`src/rtl/imm_gen_pipe.sv`:
```
// imm_gen_pipe
// ------------
// Decode-stage immediate generator with a 1-cycle pipeline and a 2-entry
// output buffer (output register + skid entry).
//
// Instruction words arrive on a valid/ready handshake. Each word is decoded
// combinationally by opcode. The immediate is sign- or zero-extended to XLEN,
// and the result is registered together with the format code, an illegal
// flag and the original word. If execute stalls, one extra word can still be
// accepted into the skid entry, so words are never dropped or reordered.
// in_ready comes straight from a flop and has no combinational path from
// out_ready.
//
// Parameters
//   XLEN   immediate width, 32 or 64
//   CNT_W  width of the saturating illegal-opcode counter
//
// Ports
//   clk          rising-edge clock
//   rst_n        synchronous active-low reset
//   in_valid     instruction word present
//   in_ready     block can accept a word this cycle
//   in_inst      32-bit instruction word
//   out_valid    result present
//   out_ready    consumer accepts the result this cycle
//   out_imm      decoded immediate (XLEN bits)
//   out_fmt      0=none 1=I 2=S 3=B 4=U 5=J 6=Z (CSR uimm)
//   out_illegal  opcode not recognised
//   out_inst     instruction word aligned with out_imm
//   illegal_cnt  saturating count of accepted illegal words
//
// Optional feature
//   IMM_GEN_ZICSR_EN  when defined, the SYSTEM funct3 values 101/110/111 decode
//                     as format Z with imm = zero-extended inst[19:15].
//                     When undefined, format 6 is never produced.

module imm_gen_pipe #(
  parameter int XLEN  = 32,
  parameter int CNT_W = 16
) (
  input  logic             clk,
  input  logic             rst_n,
  input  logic             in_valid,
  output logic             in_ready,
  input  logic [31:0]      in_inst,
  output logic             out_valid,
  input  logic             out_ready,
  output logic [XLEN-1:0]  out_imm,
  output logic [2:0]       out_fmt,
  output logic             out_illegal,
  output logic [31:0]      out_inst,
  output logic [CNT_W-1:0] illegal_cnt
);

  typedef enum logic [2:0] {
    FMT_NONE = 3'd0,
    FMT_I    = 3'd1,
    FMT_S    = 3'd2,
    FMT_B    = 3'd3,
    FMT_U    = 3'd4,
    FMT_J    = 3'd5,
    FMT_Z    = 3'd6
  } fmt_e;

  localparam logic [6:0] OPC_LOAD   = 7'b0000011;
  localparam logic [6:0] OPC_JALR   = 7'b1100111;
  localparam logic [6:0] OPC_OP_IMM = 7'b0010011;
  localparam logic [6:0] OPC_STORE  = 7'b0100011;
  localparam logic [6:0] OPC_BRANCH = 7'b1100011;
  localparam logic [6:0] OPC_JAL    = 7'b1101111;
  localparam logic [6:0] OPC_LUI    = 7'b0110111;
  localparam logic [6:0] OPC_AUIPC  = 7'b0010111;
  localparam logic [6:0] OPC_OP     = 7'b0110011;
  localparam logic [6:0] OPC_FENCE  = 7'b0001111;
  localparam logic [6:0] OPC_SYSTEM = 7'b1110011;

  // Decoder outputs for the word currently on in_inst
  logic [6:0]      opcode;
  logic [2:0]      funct3;
  logic [31:0]     dec_imm32;
  logic            dec_zext;
  logic [XLEN-1:0] dec_imm;
  fmt_e            dec_fmt;
  logic            dec_illegal;

  // Output register
  logic            out_valid_q,   out_valid_d;
  logic [XLEN-1:0] out_imm_q,     out_imm_d;
  fmt_e            out_fmt_q,     out_fmt_d;
  logic            out_illegal_q, out_illegal_d;
  logic [31:0]     out_inst_q,    out_inst_d;

  // Skid entry
  logic            skid_valid_q,   skid_valid_d;
  logic [XLEN-1:0] skid_imm_q,     skid_imm_d;
  fmt_e            skid_fmt_q,     skid_fmt_d;
  logic            skid_illegal_q, skid_illegal_d;
  logic [31:0]     skid_inst_q,    skid_inst_d;

  // Illegal-opcode counter
  logic [CNT_W-1:0] illegal_cnt_q, illegal_cnt_d;

  logic in_fire;
  logic out_fire;

  assign opcode = in_inst[6:0];
  assign funct3 = in_inst[14:12];

  // The opcode decoder first builds a 32-bit immediate plus a flag that says
  // whether it must be zero-extended (shift amounts, CSR uimm). The widening
  // to XLEN is done in one place below. That keeps every format expression
  // independent of XLEN.
  always_comb begin
    dec_imm32   = '0;
    dec_zext    = 1'b0;
    dec_fmt     = FMT_NONE;
    dec_illegal = 1'b0;
    case (opcode)
      OPC_LOAD, OPC_JALR: begin
        dec_fmt   = FMT_I;
        dec_imm32 = {{20{in_inst[31]}}, in_inst[31:20]};
      end
      OPC_OP_IMM: begin
        dec_fmt = FMT_I;
        if (funct3 == 3'b001 || funct3 == 3'b101) begin
          // Shift-immediate: the field above shamt is funct7, not immediate
          dec_zext = 1'b1;
          if (XLEN == 64) begin
            dec_imm32 = {26'b0, in_inst[25:20]};
          end else begin
            dec_imm32 = {27'b0, in_inst[24:20]};
          end
        end else begin
          dec_imm32 = {{20{in_inst[31]}}, in_inst[31:20]};
        end
      end
      OPC_STORE: begin
        dec_fmt   = FMT_S;
        dec_imm32 = {{20{in_inst[31]}}, in_inst[31:25], in_inst[11:7]};
      end
      OPC_BRANCH: begin
        dec_fmt   = FMT_B;
        dec_imm32 = {{19{in_inst[31]}}, in_inst[31], in_inst[7],
                     in_inst[30:25], in_inst[11:8], 1'b0};
      end
      OPC_JAL: begin
        dec_fmt   = FMT_J;
        dec_imm32 = {{11{in_inst[31]}}, in_inst[31], in_inst[19:12],
                     in_inst[20], in_inst[30:21], 1'b0};
      end
      OPC_LUI, OPC_AUIPC: begin
        dec_fmt   = FMT_U;
        dec_imm32 = {in_inst[31:12], 12'b0};
      end
      OPC_OP, OPC_FENCE: begin
        dec_fmt = FMT_NONE;
      end
      OPC_SYSTEM: begin
`ifdef IMM_GEN_ZICSR_EN
        if (funct3 == 3'b101 || funct3 == 3'b110 || funct3 == 3'b111) begin
          dec_fmt   = FMT_Z;
          dec_zext  = 1'b1;
          dec_imm32 = {27'b0, in_inst[19:15]};
        end
`else
        // Without CSR support every SYSTEM word is legal with no immediate
        dec_fmt = FMT_NONE;
`endif
      end
      default: begin
        dec_illegal = 1'b1;
      end
    endcase
  end

  // Widen the 32-bit immediate to XLEN. The low word is copied as is and the
  // upper bits are filled with either zero or bit 31. For XLEN=32 the fill is
  // fully overwritten.
  always_comb begin
    dec_imm = dec_zext ? '0 : {XLEN{dec_imm32[31]}};
    dec_imm[31:0] = dec_imm32;
  end

  assign in_fire  = in_valid & in_ready;
  assign out_fire = out_valid_q & out_ready;

  // Buffer control. The skid entry only fills when the output register is
  // occupied and not draining. While it is full, in_ready is low, so on a
  // drain the skid word moves to the output and nothing new can arrive that
  // cycle. Output data is only written when a new word is loaded, so it
  // holds steady under backpressure.
  always_comb begin
    out_valid_d    = out_valid_q;
    out_imm_d      = out_imm_q;
    out_fmt_d      = out_fmt_q;
    out_illegal_d  = out_illegal_q;
    out_inst_d     = out_inst_q;
    skid_valid_d   = skid_valid_q;
    skid_imm_d     = skid_imm_q;
    skid_fmt_d     = skid_fmt_q;
    skid_illegal_d = skid_illegal_q;
    skid_inst_d    = skid_inst_q;

    if (skid_valid_q) begin
      if (out_fire) begin
        out_imm_d     = skid_imm_q;
        out_fmt_d     = skid_fmt_q;
        out_illegal_d = skid_illegal_q;
        out_inst_d    = skid_inst_q;
        skid_valid_d  = 1'b0;
      end
    end else if (in_fire) begin
      if (!out_valid_q || out_fire) begin
        out_valid_d   = 1'b1;
        out_imm_d     = dec_imm;
        out_fmt_d     = dec_fmt;
        out_illegal_d = dec_illegal;
        out_inst_d    = in_inst;
      end else begin
        skid_valid_d   = 1'b1;
        skid_imm_d     = dec_imm;
        skid_fmt_d     = dec_fmt;
        skid_illegal_d = dec_illegal;
        skid_inst_d    = in_inst;
      end
    end else if (out_fire) begin
      out_valid_d = 1'b0;
    end
  end

  // Illegal words are counted when they are accepted, not when they leave the
  // block. The counter sticks at all-ones instead of wrapping.
  always_comb begin
    illegal_cnt_d = illegal_cnt_q;
    if (in_fire && dec_illegal && (illegal_cnt_q != {CNT_W{1'b1}})) begin
      illegal_cnt_d = illegal_cnt_q + CNT_W'(1);
    end
  end

  // State registers. Reset clears both buffer entries, so words that are in
  // flight are discarded.
  always_ff @(posedge clk) begin
    if (!rst_n) begin
      out_valid_q    <= 1'b0;
      out_imm_q      <= '0;
      out_fmt_q      <= FMT_NONE;
      out_illegal_q  <= 1'b0;
      out_inst_q     <= '0;
      skid_valid_q   <= 1'b0;
      skid_imm_q     <= '0;
      skid_fmt_q     <= FMT_NONE;
      skid_illegal_q <= 1'b0;
      skid_inst_q    <= '0;
      illegal_cnt_q  <= '0;
    end else begin
      out_valid_q    <= out_valid_d;
      out_imm_q      <= out_imm_d;
      out_fmt_q      <= out_fmt_d;
      out_illegal_q  <= out_illegal_d;
      out_inst_q     <= out_inst_d;
      skid_valid_q   <= skid_valid_d;
      skid_imm_q     <= skid_imm_d;
      skid_fmt_q     <= skid_fmt_d;
      skid_illegal_q <= skid_illegal_d;
      skid_inst_q    <= skid_inst_d;
      illegal_cnt_q  <= illegal_cnt_d;
    end
  end

  assign in_ready    = ~skid_valid_q;
  assign out_valid   = out_valid_q;
  assign out_imm     = out_imm_q;
  assign out_fmt     = out_fmt_q;
  assign out_illegal = out_illegal_q;
  assign out_inst    = out_inst_q;
  assign illegal_cnt = illegal_cnt_q;

endmodule

```
`config.mk`:
```
export PLATFORM = sky130hd
export DESIGN_NAME = imm_gen_pipe
export DESIGN_NICKNAME = d
export VERILOG_FILES = /design/src/rtl/imm_gen_pipe.sv
export SDC_FILE = /design/constraint.sdc
export NUM_CORES = 1
export LEC_CHECK = 0
export CAP_MARGIN = 20
export CORE_MARGIN = 3
export CORE_UTILIZATION = 45
export CTS_BUF_LIST = sky130_fd_sc_hd__clkbuf_4
export DETAILED_ROUTE_END_ITERATION = 16
export PLACE_DENSITY = 0.68
export SETUP_SLACK_MARGIN = 0.4
export SLEW_MARGIN = 20
export SYNTH_ARGS = -nofsm -noshare
export SYNTH_HDL_FRONTEND = slang
export SYNTH_SLANG_ARGS = --single-unit
export TNS_END_PERCENT = 5
```
`constraint.sdc`:
```
create_clock -name clk -period 2.75 [get_ports clk]
set_input_delay 0.55 -clock clk [delete_from_list [all_inputs] [get_ports clk]]
set_output_delay 0.55 -clock clk [all_outputs]
set_load 0.1 [all_outputs]
```
==> qor.csv, run 1 <==
metric;value;unit
status;completed;
post-synthesis compound-gate area fraction;23.6;%
sequential share of the synthesized area;46.3;%
peak supply drop;0.382;mV
clock sinks;154;
setup TNS;0;ns
Post-Synth Simple-Gate Area;19.6;%
mux cell area share after synthesis;5.41;%
CTS root buf;clkbuf_4;
CTS H-tree depth;4;
# fillers;1311;
core area;0.0142;mm²
I/O pin cnt;122;
post-synth net total;834;
hpwl dp;13.1;mm
Area Growth Syn to Fin;23.7;%
synth unique cells;57;
beginning of the critical path;skid_valid_q$_SDFF_PN0_;
Multi-input gate area;0.00327;mm²
most frequent cells in the layout;148 x dfxtp_1, 143 x nand2_1, 118 x buf_4;
die area;0.0163;mm²
max capacitance violation total;0;
fin util;58.1;%
post-layout net count;944;
post-route ant nets;0;
asr flop ratio synth;0;%
Slew @ Worst Pin;0.598;ns
Core Rows;43;
# DRC;0;
Overflow after GRT;0;
CP max-delay cell;dfxtp_2;
most common cell after layout, fill and taps aside;dfxtp_1;
FF+latch area;0.00309;mm²
worst path cell trace;inv_1, buf_4, buf_12;
power consumption;5.08;mW
Fmax achieved;464;MHz
CTS Buf Count;17;
CP peak stage delay;0.36;ns
# diodes;0;
Die H;128;µm
Mapped Cells;797;
crit share post-route;78.3;%
Port Buffers;121;
CTS tree;yes;
CTS Hold Bufs;0;
Vias;6384;
postcts setup bufs;0;
Setup CP Type;reg -> out;
post-synth top area share;46.3;%
antenna violations before repair;0;
WL final;18.7;mm
Post-Syn Area;0.00667;mm²
worst clock skew;0.0182;ns
post_cts resized;0;
dominant cell type by area after synthesis;dfxtp_1;
Crit path required time;2.20;ns
DRT iter0 DRCs;573;
pin count of the biggest net entering global routing;80;
worst r2r src;illegal_cnt[2]$_SDFFE_PN0P_;
largest family of logic cells by synthesized area;compound AO/OA/AOI/OAI gates;
Data arrival, critical path;1.60;ns
Post-synth EDFFs;0;
Worst setup SP type;flop;
share of cells above drive strength 1;19.7;%
Slew HR;60.0;%
clock buffer depth;2;
Initial Utilization;46.9;%
Final Setup Violations;0;
FF+latch count, synth;154;
Final min period;2.15;ns
adder-cell area share of the yosys netlist;0.188;%
DR pass1 iterations;5;
vias in the first global route;5987;
total track usage;23.2;%
CP endpoint kind;output pin;
Post-synth top flop;dfxtp_1;
vias per cell;5.81;
hold path startpoint;rst_n;
Fin. Hold Viols;0;
Synth area leaders;dfxtp_1 46%, nand2_1 8.1%, a21oi_1 5.6%, mux2i_1 5.4%, a211oi_1 4.4%;
peak fanout along the critical path;13;
clk_lat worst skew;0.58;ns
XOR/XNOR share of the synthesized area;0;%
HP Class;in -> reg;
Max Slew Vio Count;0;
Yosys warning total;0;
Mean Syn Cell Area;8.36;µm²
power per cell area;615;mW/mm²
P_leak;2.93;nW
first-pass GRT wire length;30.4;mm
Reg2Reg Setup Slack;0.85;ns
Die Wd;128;µm
Reg clk slew, reported paths;0.12;ns
Final Wtd Congestion;0.947;
per-cell routed wire length;17.1;µm
RSZ-0062 raised after global routing;false;
## per-stage QoR
stage,hold slack (ns),cells,worst slack [ns],area (µm²)
detailed placement,0.447,1068,0.0200,7980
global route,0.404,1098,0.491,8250
CTS,0.377,1098,0.542,8250
floorplan,0.436,797,0.383,6670
finish,0.419,1098,0.597,8250
global placement,0.442,1068,0.0495,7980
## cell type report
type / instances / area share, %
sequential: 154 / 37.5
inverter: 10 / 0.455
timing repair buffer: 159 / 16.4
tap: 180 / 2.73
clock buffer: 18 / 1.64
multi-input combinational: 565 / 39.7
clock inverter: 12 / 1.61
## critical path: cells and delay by family (launching register included)
family                 cells  cell delay, ns
flip-flops                 1            0.36
buffers and inverters      3            0.65
## report_power, final
part           leakage [nW]  total [mW]  internal, mW  switching (mW)
Clock                 0.149        1.37         0.611           0.763
Sequential             1.26        2.41          2.34          0.0647
Combinational          1.52        1.29         0.320           0.973
Total                  2.93        5.08          3.27            1.80
## registers in the layout, indices dropped and copies added, names as in the netlist
signal	cells
out_valid	1
out_fmt	3
skid_valid_q	1
out_illegal	1
skid_illegal_q	1
out_imm	32
skid_fmt_q	3
skid_imm_q	32
skid_inst_q	32
illegal_cnt	16
out_inst	32
## final timing paths
kind | end | depth (start not counted)
worst max-delay path | in_ready | 3
worst min-delay path | illegal_cnt[9]$_SDFFE_PN0P_ | 3
worst max register to register | illegal_cnt[15]$_SDFFE_PN0P_ | 5
worst min register to register | skid_inst_q[2]$_SDFFE_PN0P_ | 2
## cells in the mapped netlist (all sizes together), types with 2 or more instances
library cell	count
o22ai	2
and2	2
nor2	42
nand3b	2
clkbuf	53
or4	19
inv	10
or2	2
buf	15
nor4	4
a31oi	20
nor3	7
nand4	10
mux2i	36
nand2	143
nand3	20
a22oi	5
o221ai	5
dfxtp	154
nor2b	5
a211oi	40
o21ai	58
o211ai	15
o31ai	7
a311o	2
a21oi	86
or3	4
o21a	3
nand2b	6
o41ai	2
## cell families after synthesis
| logic type | Yosys count |
|---|---|
| buf+inv | 78 |
| fa+ha+maj | 1 |
| simple gates | 276 |
| flops | 154 |
| compound gates | 252 |
| mux | 36 |
## layer usage
layer  wire [µm]  vias to the layer above  global-route usage [%]
met2        9200                      201                    39.4
met1        7970                     3043                    28.6
met5           0                        -                       0
met3        1210                       35                    5.75
li1            -                     3105                       -
met4         363                        0                    8.80
(Power assumes the default switching activity.)
==> run 2, diff against run 1 <==
- PLACE_DENSITY: 0.68 -> 0.71
- clock period: 2.75 -> 1.7 ns (I/O delays scaled with it)
==> run 2 against run 1 <==
Net effect: the run now ends with setup timing left; wire length rose by 26%; sequential share of layout area fell by 8.0 points; critical path depth is 5 higher; register-to-register slack got worse by 0.97 ns; die area stayed put; via count is 12% higher; clock power grew 80%; sequential power increased by 66%; largest cell class unchanged; largest power group unchanged; highest routed layer unchanged.
==> qor.csv, run 2 (synthesized netlist as in run 1, its figures left out) <==
metric;value;unit;change
antenna violations before repair;0;;unchanged
RSZ-0062 raised after global routing;true;;
clk_lat worst skew;0.56;ns;-0.02 ns
grt met2 use;45.2;%;+5.9 points
Reg clk slew, reported paths;0.14;ns;+0.02 ns
die area;0.0163;mm²;unchanged
post-layout net count;1032;;+9.3%
Area Growth Syn to Fin;64.2;%;
DR pass1 iterations;6;;+1
global-route met1 utilization;33.9;%;+5.3 points
Final Wtd Congestion;0.906;;-4.3%
per-cell routed wire length;19.9;µm;+16%
CTS Hold Bufs;0;;unchanged
most common cell after layout, fill and taps aside;nand2_1;;
# DRC;0;;unchanged
max capacitance violation total;0;;unchanged
failing checks;setup timing;;
CTS Buf Count;17;;unchanged
HP Class;in -> reg;;
WL final;23.6;mm;+26%
Fmax achieved;548;MHz;
post-route ant nets;0;;unchanged
vias in the first global route;6820;;+14%
Final min period;1.82;ns;
Crit path required time;2.16;ns;-0.04 ns
Die H;128;µm;unchanged
Final Worst Setup Slack;-0.124;ns;-0.721 ns
CTS H-tree depth;4;;unchanged
crit share post-route;107;%;
power per cell area;844;mW/mm²;+37%
Die Wd;128;µm;unchanged
share of cells above drive strength 1;42.0;%;+22 points
Final Setup Violations;25;;+25
Fin. Hold Viols;0;;unchanged
# diodes;0;;unchanged
Top Usage Layer GRT;met2;;
first-pass GRT wire length;35.1;mm;+15%
Port Buffers;121;;unchanged
Slew HR;74.2;%;+14 points
most frequent cells in the layout;140 x nand2_1, 102 x buf_12, 83 x buf_4;;
core area;0.0142;mm²;unchanged
worst clock skew;0.0215;ns;+0.00334 ns
P_leak;3.87;nW;+32%
Setup CP Type;reg -> reg;;
Core Rows;43;;unchanged
Max Slew Vio Count;0;;unchanged
hpwl dp;15.2;mm;+16%
DRT iter0 DRCs;693;;+21%
vias per cell;6.01;;+3.4%
Slew @ Worst Pin;0.387;ns;-0.212 ns
worst hold margin;0.113;ns;-0.305 ns
Initial Utilization;46.9;%;unchanged
pin count of the biggest net entering global routing;62;;-23%
peak supply drop;0.885;mV;+130%
Overflow after GRT;0;;unchanged
setup TNS;-0.844;ns;-0.844 ns
Placement Setup Slack;-0.830;ns;-0.850 ns
clock buffer depth;2;;unchanged
clock sinks;154;;unchanged
I/O pin cnt;122;;unchanged
# fillers;961;;-27%
total track usage;26.9;%;+3.6 points
Vias;7145;;+12%
met3 Use GR;5.50;%;-0.25 points
status;finished with violations;;
CP endpoint kind;flop;;
power consumption;9.24;mW;+82%
CTS root buf;clkbuf_4;;
Worst setup SP type;flop;;
CTS tree;yes;;
peak fanout along the critical path;5;;-8
Data arrival, critical path;2.28;ns;+0.68 ns
-- run 2: cell count changes in the layout (fill, tap and decap cells not counted), sizes merged, moves of 2 or more --
cell | before | now
buf | 125 | 206
clkinv | 9 | 1
clkdlybuf4s50 | 34 | 27
inv | 10 | 17
clkinvlp | 0 | 4
dlygate4sd2 | 0 | 4
clkbuf | 18 | 21
dlymetal6s2s | 0 | 2
-- run 2: what timing repair did --
action / 4_1_cts / 5_1_grt
pin swaps: 12 / 32
setup buffers: 9 / 12
endpoints found under the setup margin: 238 / 240
resized for setup: 96 / 117
gates cloned: 2 / 5
-- run 2: layer usage --
metal  vias to the layer above  routed length [µm]  part of all wire, %
li1                       3289                   -                    -
met1                      3467                9470                   40
met2                       323               11700                   50
met3                        66                1640                  7.0
met4                         0                 739                  3.1
met5                         -                   0                    0
-- run 2: path summary, 6_finish.rpt --
kind                                      from                      endpoint  slack [ns]  cells past startpoint
setup / recovery       skid_valid_q$_SDFF_PN0_      out_imm[27]$_SDFFE_PN0P_       -0.12                      8
hold / removal                           rst_n   illegal_cnt[7]$_SDFFE_PN0P_        0.11                      3
setup reg to reg       skid_valid_q$_SDFF_PN0_      out_imm[27]$_SDFFE_PN0P_       -0.12                      8
hold reg to reg   skid_inst_q[18]$_SDFFE_PN0P_  skid_inst_q[18]$_SDFFE_PN0P_        0.46                      2
-- run 2: power by group --
part	leakage (nW)	switching (mW)	internal [mW]	total (mW)
Combinational	2.42	1.72	1.07	2.79
Clock	0.161	1.42	1.05	2.47
Sequential	1.29	0.193	3.79	3.99
-- run 2: area by class of cell --
type / instances / area (µm²) / share of cell area [%]
Timing Repair Buffer: 245 / 3390 / 31.0
Inverter: 10 / 41.3 / 0.377
Sequential cell: 154 / 3230 / 29.5
Tap cell: 180 / 225 / 2.06
Clock buffer: 17 / 128 / 1.17
Multi-Input combinational cell: 567 / 3740 / 34.2
Clock inverter: 15 / 185 / 1.69
-- run 2: per-stage QoR --
step                      utilization (%)  cell area [µm²]  instances
final                                77.1            10900       1188
after global routing                 77.1            10900       1188
after CTS                            73.1            10400       1171
after detailed placement             68.3             9710       1128
after global placement               68.3             9710       1128
after floorplan                         -             6810        797
-- run 2: critical path, cell delays in order, from the launching register on --
cell and delay (ns):
dfxtp_2 0.38, buf_6 0.12, clkinvlp_4 0.10, buf_4 0.14, buf_6 0.12, buf_6 0.12, or4_1 0.53, o211ai_1 0.16
a21oi_2 0.05
